===== src/rtl/cfg_axilite.sv =====
// AXI4-Lite slave that turns host register writes into one-cycle configuration bus pulses
// and keeps a readable shadow copy of every configuration word.
module cfg_axilite #(
  parameter int unsigned CONFIG_AWIDTH  = 5,
  parameter int unsigned CONFIG_DWIDTH  = 32,
  parameter int unsigned AXI_ADDR_WIDTH = 32
) (
  input  logic                          clk,
  input  logic                          rst,
  output logic [CONFIG_AWIDTH-1:0]      cfg_addr,
  output logic [CONFIG_DWIDTH-1:0]      cfg_data,
  output logic                          cfg_valid,
  input  logic [AXI_ADDR_WIDTH-1:0]     axi_awaddr,
  input  logic                          axi_awvalid,
  output logic                          axi_awready,
  input  logic [CONFIG_DWIDTH-1:0]      axi_wdata,
  input  logic [CONFIG_DWIDTH/8-1:0]    axi_wstrb,
  input  logic                          axi_wvalid,
  output logic                          axi_wready,
  output logic [1:0]                    axi_bresp,
  output logic                          axi_bvalid,
  input  logic                          axi_bready,
  input  logic [AXI_ADDR_WIDTH-1:0]     axi_araddr,
  input  logic                          axi_arvalid,
  output logic                          axi_arready,
  output logic [CONFIG_DWIDTH-1:0]      axi_rdata,
  output logic [1:0]                    axi_rresp,
  output logic                          axi_rvalid,
  input  logic                          axi_rready
);

  localparam int unsigned DEPTH = 1 << CONFIG_AWIDTH;

  localparam logic [1:0] RESP_OKAY   = 2'b00;
  localparam logic [1:0] RESP_SLVERR = 2'b10;

  logic [CONFIG_DWIDTH-1:0] shadow [DEPTH];

  logic                     aw_held;
  logic                     w_held;
  logic                     w_full;
  logic [CONFIG_AWIDTH-1:0] aw_idx;
  logic [CONFIG_AWIDTH-1:0] ar_idx;
  logic [CONFIG_DWIDTH-1:0] w_data;
  logic                     issue;
  logic                     unused_addr_bits;

  // Only the word index is decoded; everything else aliases.
  assign ar_idx           = axi_araddr[CONFIG_AWIDTH+1:2];
  assign unused_addr_bits = ^{axi_awaddr, axi_araddr};

  assign axi_awready = !aw_held;
  assign axi_wready  = !w_held;
  assign axi_arready = !axi_rvalid;

  assign issue = aw_held && w_held && !axi_bvalid;

  // Write path: independent AW/W holding registers, issue once both are held and B is free.
  always_ff @(posedge clk) begin
    if (rst) begin
      aw_held    <= 1'b0;
      w_held     <= 1'b0;
      w_full     <= 1'b0;
      aw_idx     <= '0;
      w_data     <= '0;
      cfg_valid  <= 1'b0;
      cfg_addr   <= '0;
      cfg_data   <= '0;
      axi_bvalid <= 1'b0;
      axi_bresp  <= RESP_OKAY;
      for (int i = 0; i < int'(DEPTH); i++) begin
        shadow[i] <= '0;
      end
    end else begin
      cfg_valid <= 1'b0;

      if (axi_awvalid && !aw_held) begin
        aw_held <= 1'b1;
        aw_idx  <= axi_awaddr[CONFIG_AWIDTH+1:2];
      end

      if (axi_wvalid && !w_held) begin
        w_held <= 1'b1;
        w_data <= axi_wdata;
        w_full <= &axi_wstrb;
      end

      if (axi_bvalid && axi_bready) begin
        axi_bvalid <= 1'b0;
      end

      // Issue never coincides with a new accept: both ready flags are low while held.
      if (issue) begin
        aw_held    <= 1'b0;
        w_held     <= 1'b0;
        axi_bvalid <= 1'b1;
        if (w_full) begin
          cfg_valid      <= 1'b1;
          cfg_addr       <= aw_idx;
          cfg_data       <= w_data;
          shadow[aw_idx] <= w_data;
          axi_bresp      <= RESP_OKAY;
        end else begin
          axi_bresp <= RESP_SLVERR;
        end
      end
    end
  end

  // Read path: the shadow is sampled before any same-edge write lands.
  always_ff @(posedge clk) begin
    if (rst) begin
      axi_rvalid <= 1'b0;
      axi_rresp  <= RESP_OKAY;
      axi_rdata  <= '0;
    end else begin
      if (axi_rvalid && axi_rready) begin
        axi_rvalid <= 1'b0;
      end
      if (axi_arvalid && !axi_rvalid) begin
        axi_rvalid <= 1'b1;
        axi_rresp  <= RESP_OKAY;
        axi_rdata  <= shadow[ar_idx];
      end
    end
  end

endmodule


===== config.mk =====
export PLATFORM = sky130hd
export DESIGN_NAME = cfg_axilite
export DESIGN_NICKNAME = d
export VERILOG_FILES = /design/src/rtl/cfg_axilite.sv
export SDC_FILE = /design/constraint.sdc
export NUM_CORES = 2
export LEC_CHECK = 0
export CAP_MARGIN = 20
export CORE_MARGIN = 1
export CORE_UTILIZATION = 59
export CTS_CLUSTER_DIAMETER = 120
export DETAILED_ROUTE_END_ITERATION = 16
export HOLD_SLACK_MARGIN = 0.15
export PLACE_DENSITY = 0.79
export SLEW_MARGIN = 10
export SYNTH_ARGS = -nofsm -noshare
export SYNTH_HDL_FRONTEND = slang
export SYNTH_SLANG_ARGS = --single-unit

===== constraint.sdc =====
create_clock -name clk -period 2.7 [get_ports clk]
set_clock_uncertainty 0.05 [all_clocks]
set_input_delay 0.405 -clock clk [delete_from_list [all_inputs] [get_ports clk]]
set_output_delay 0.405 -clock clk [all_outputs]
set_load 0.01 [all_outputs]

Yosys cells after proc, flatten, opt, wreduce, memory -nomap -nowiden
Memories as Yosys holds them, arrays and structs flattened. A register that Yosys moved wholly into a read port is not among the register bits.
Index checks and enable logic that the tools add are counted.
Storage, ports and cells
  bits in registers: 82
  memory bits (writable): 1024
  input bits: 107
  output and inout bits: 79
  logic and storage cells: 43
  memories kept: 1
Memories
  shadow: depth 32, width 32, read ports 1, clocked after memory_dff 1, wr ports 32, RTL line 37  | logic [CONFIG_DWIDTH-1:0] shadow [DEPTH];
Operators by class
  muxes and demuxes: 14
  reduce and logical (&&, ||, !) cells: 17
Operators with widths (count)
  two-way mux 32 bit: 1
  OR reduction 32 bit: 1
  two-way mux 1 bit: 11
  logical AND 1 bit: 7
  two-way mux 5 bit: 1
  logical NOT 1 bit: 4
  AND reduction 4 bit: 1
  nonzero test 2 bit: 2
  two-way mux 2 bit: 1
  AND reduction 2 bit: 1
  OR reduction 2 bit: 1

Logic depth before layout (Yosys ltp)
  word-level depth: 7
  gate-level depth with buffers: 8
  mapped depth without buffers: 5

Worst setup path before layout
OpenSTA, ideal clock, no wires.
  kind: flip-flop to flip-flop
  start point: reg axi_bvalid
  end point: mem shadow[14][0] (enable)
  library setup time: 0.375 ns
  arrival: 1.952 ns
  required time: 2.275 ns
  setup slack: 0.323 ns
  cell stages (with the launch flop): 8
  path buffers: 2
  clock period less this slack: 2.377 ns
  cells stage by stage: dfxtp_1 -> and3b_1 -> buf_2 -> and3b_1 -> clkbuf_1 -> nand3_1 -> nor2_1 -> or2_2
RTL lines
  start: declaration: RTL line 21  | output logic axi_bvalid,
  start signal: assignment: RTL line 69  | axi_bvalid <= 1'b0;
  start signal: assignment: RTL line 89  | axi_bvalid <= 1'b0;
  start signal: assignment: RTL line 96  | axi_bvalid <= 1'b1;
  end: declaration: RTL line 37

==> impl_metrics.toml <==
[place]
io_buffers = 128
gp_congestion = 0.855
dp_hpwl_um = 79700

[global_routing]
antenna_found_initial = 1
grt_pass1_wl_um = 189000
grt_usage_pct = 29.0
grt_pass1_vias = 31400
grt_max_degree = 108
overflow = 0

[timing]
finalHoldViolCount = 0
period_minus_slack_ns = 2.61
hold_ws_ns = 0.222
slew_headroom_pct = 31.8
rsz0062_at_grt = "false"
finalSetupViolCount = 0
worst_slew_pin_slew_ns = 1.02
finalCritPeriodShare_pct = 96.7
final-max-slew-violation-count = 0
timing.fmax_mhz = 383

[floorplan]
coreArea_um2 = 85300
die_y_um = 296
die-area_um2 = 87500
io_pins = 186
fp.dieW_um = 296
floorplan.initialDensity_pct = 59.7
row_count = 107

[power]
p_sw_mw = 8.56
p_clk_share_pct = 40.1
p_int_mw = 29.7
ir_worst_vdd_uv = 511
power_density_nw_per_um2 = 654
sw_frac_of_total_pct = 22.4
finalPower_mw = 38.2
pwr-share-seq_pct = 52.4
comb_power_share_pct = 7.5
p_leak_nw = 22.7

[final_layout]
area.growth.synth_to_final_pct = 14.8
drive_above_1_share_pct = 13.4
fin_nets = 4015
fillerInstances = 5755

[drt]
wl_per_cell_um = 24.4
drtIter0Drc = 2765
route.antenna.remaining_nets = 0
firstDrtPassIters = 6
post-route-drc-count = 0
vias = 31100
routed_wl_um = 126000
viasPerCell = 6.04

[clocking]
cts_tree = "built"
insertion_delay_ns = 0.68
clk_pin_slew_ns = 0.06
root_buffer = "clkbuf_16"
ctsHoldBuffers = 0
post_cts.repair.setup_buffers = 0
h-tree-depth = 3
cts.sinks = 1137
cts_buffer_depth = 3
numCtsBuffers = 111

[synthesis]
synth_seq_cells = 1137
synth_top_area_share_pct = 60.4
synth_edf_count = 1024
ys_types = 33
syn-instance-count = 3768
yosys_warnings = 0
synth_area_leaders = "edfxtp_1 60%, and2_1 13%, mux2i_1 10%, dfxtp_1 4.4%, a22oi_1 3.8%"
synth_common_cells = "1025 x and2_1, 1024 x edfxtp_1, 517 x mux2i_1"
synth.cell_area_um2 = 50900
yosysSeqAreaShare_pct = 64.8
syn_area_per_cell_um2 = 13.5
yosys.area.top_type = "edfxtp_1"
async_flop_share_pct = 0
yosysMostFrequentCell = "and2_1"
synthFlopType = "edfxtp_1"

[min_path]
whs_endpoint = "w_data[16]$_SDFFE_PP0P_"
hold_class = "in2reg"
hold_path_depth = 3
min-delay-start = "axi_wdata[16]"

[setup_path]
arrival_ns = 2.91
crit_top_cell = "buf_4"
cp_data_required_time_ns = 3.00
r2r-end = "shadow[16][8]$_SDFFCE_PN0P_"
worstPathMaxFanout = 12
critical_path_class = "reg2reg"
cpMaxStageDelayCell = "dfxtp_1"
path_cells = "and3b_1 > and3b_2 > buf_4 > nand2_1 > nor2_2 > or2_2 > buf_4"
rrSetupSlack_ns = 0.09
end_kind = "flop"
r2r_start = "w_held$_SDFFE_PP0P_"
cp-start-kind = "flop"
reg2regPathDepth = 7
slowest_delay_ns = 0.42

[status]
status = "complete, no violations"

[flow_run]
max_cap_viol_count = 0
[worst max-delay path by stage]
| stage | from | endpoint | slack [ns] | depth (start not counted) |
|---|---|---|---|---|
| 3_3_place_gp | axi_araddr[4] | axi_rdata[6]$_SDFFE_PP0P_ | -0.17 | 8 |
| 2_1_floorplan | axi_bvalid$_SDFFE_PP0P_ | shadow[14][0]$_SDFFCE_PN0P_ | 0.32 | 7 |
| 3_5_place_dp | axi_araddr[4] | axi_rdata[6]$_SDFFE_PP0P_ | -0.19 | 8 |
| 5_1_grt | w_held$_SDFFE_PP0P_ | shadow[16][1]$_SDFFCE_PN0P_ | 0.008 | 7 |
| 4_1_cts | w_held$_SDFFE_PP0P_ | shadow[24][3]$_SDFFCE_PN0P_ | 0.007 | 5 |
| 6_report | w_held$_SDFFE_PP0P_ | shadow[16][8]$_SDFFCE_PN0P_ | 0.09 | 7 |
[flip-flops by register name, indices dropped and copies added, names as in the netlist, 5 cells and up]
register	cells
axi_rdata	32
aw_idx	5
shadow	1024
cfg_addr	5
w_data	32
cfg_data	32
[per-layer routing]
| metal | track usage, % | part of all wire (%) |
|---|---|---|
| met4 | 14.7 | 5.2 |
| met2 | 47.5 | 48 |
| met3 | 3.52 | 6.8 |
| met5 | 0 | 0 |
| met1 | 38.4 | 40 |
[placed cells by master (no fill, tap or decap), types with 3 or more instances in the layout]
| master | count |
|---|---|
| and2_1 | 1024 |
| edfxtp_1 | 1024 |
| mux2i_1 | 517 |
| a22oi_1 | 256 |
| buf_4 | 193 |
| a21oi_1 | 162 |
| clkdlybuf4s50_1 | 126 |
| dfxtp_1 | 113 |
| clkbuf_16 | 113 |
| nand2_1 | 68 |
| buf_12 | 66 |
| nor2_1 | 45 |
| a22o_1 | 37 |
| nor2_2 | 32 |
| or4_1 | 32 |
| a211oi_2 | 32 |
| or2_2 | 31 |
| clkbuf_1 | 30 |
| clkinv_2 | 26 |
| clkbuf_8 | 14 |
| clkinv_1 | 10 |
| bufinv_16 | 8 |
| nand3b_1 | 5 |
| inv_6 | 5 |
| inv_1 | 4 |
| nor2b_4 | 4 |
| conb_1 | 3 |
[critical path: cells and delay by family (launching register included)]
family | cells | cell delay [ns]
AND/OR/NAND/NOR | 5 | 1.32
buffers and inverters | 2 | 0.49
flip-flops | 1 | 0.42
[logic make-up (layout without fill, tap and decap cells)]
logic type | count (synthesis) | in the layout | share of synthesized area (%)
buffers and inverters | 365 | 598 | 3.34
flip-flops | 1137 | 1137 | 64.8
AND/OR/NAND/NOR | 1258 | 1258 | 14.8
AO/OA/AOI/OAI | 490 | 490 | 6.83
multiplexers | 517 | 517 | 10.2
other | 1 | 4 | 0.00736
[through the flow]
step | std cells | setup TNS, ns | setup WS (ns) | instance area, um^2 | util (%)
after floorplan | 3770 | 0 | 0.323 | 50900 | -
after global placement | 4939 | -1.55 | -0.170 | 54900 | 64.3
after detailed placement | 4939 | -2.14 | -0.195 | 54900 | 64.3
after CTS | 5147 | 0 | 0.00737 | 58500 | 68.5
after global routing | 5147 | 0 | 0.00835 | 58500 | 68.6
final | 5148 | 0 | 0.0895 | 58500 | 68.6
[power groups by stage]
stage          Clock (mW)  Sequential [mW]  Combinational [mW]
6_report             15.3             20.0                2.86
5_1_grt              16.1             20.1                3.03
4_1_cts              15.4             20.0                2.86
3_5_place_dp            0             20.4                2.84
3_3_place_gp            0             20.4                2.79
2_1_floorplan           0             20.3                1.63
[what timing repair did]
item                                   4_1_cts  5_1_grt
setup endpoints to repair                    0       64
resized for setup                            0        2
endpoints found under the hold margin        0        0
[area by class of cell]
cell class	count	area, um^2	share of cell area, %
Antenna cell	1	2.50	0.00428
Clock buffer	157	3130	5.36
Clock inverter	51	467	0.798
Inverter	4	15.0	0.0257
Multi-Input combinational cell	2268	16400	28.0
Sequential cell	1137	33000	56.5
Tap cell	1144	1430	2.45
Timing Repair Buffer	386	4050	6.92
(Power assumes the default switching activity.)
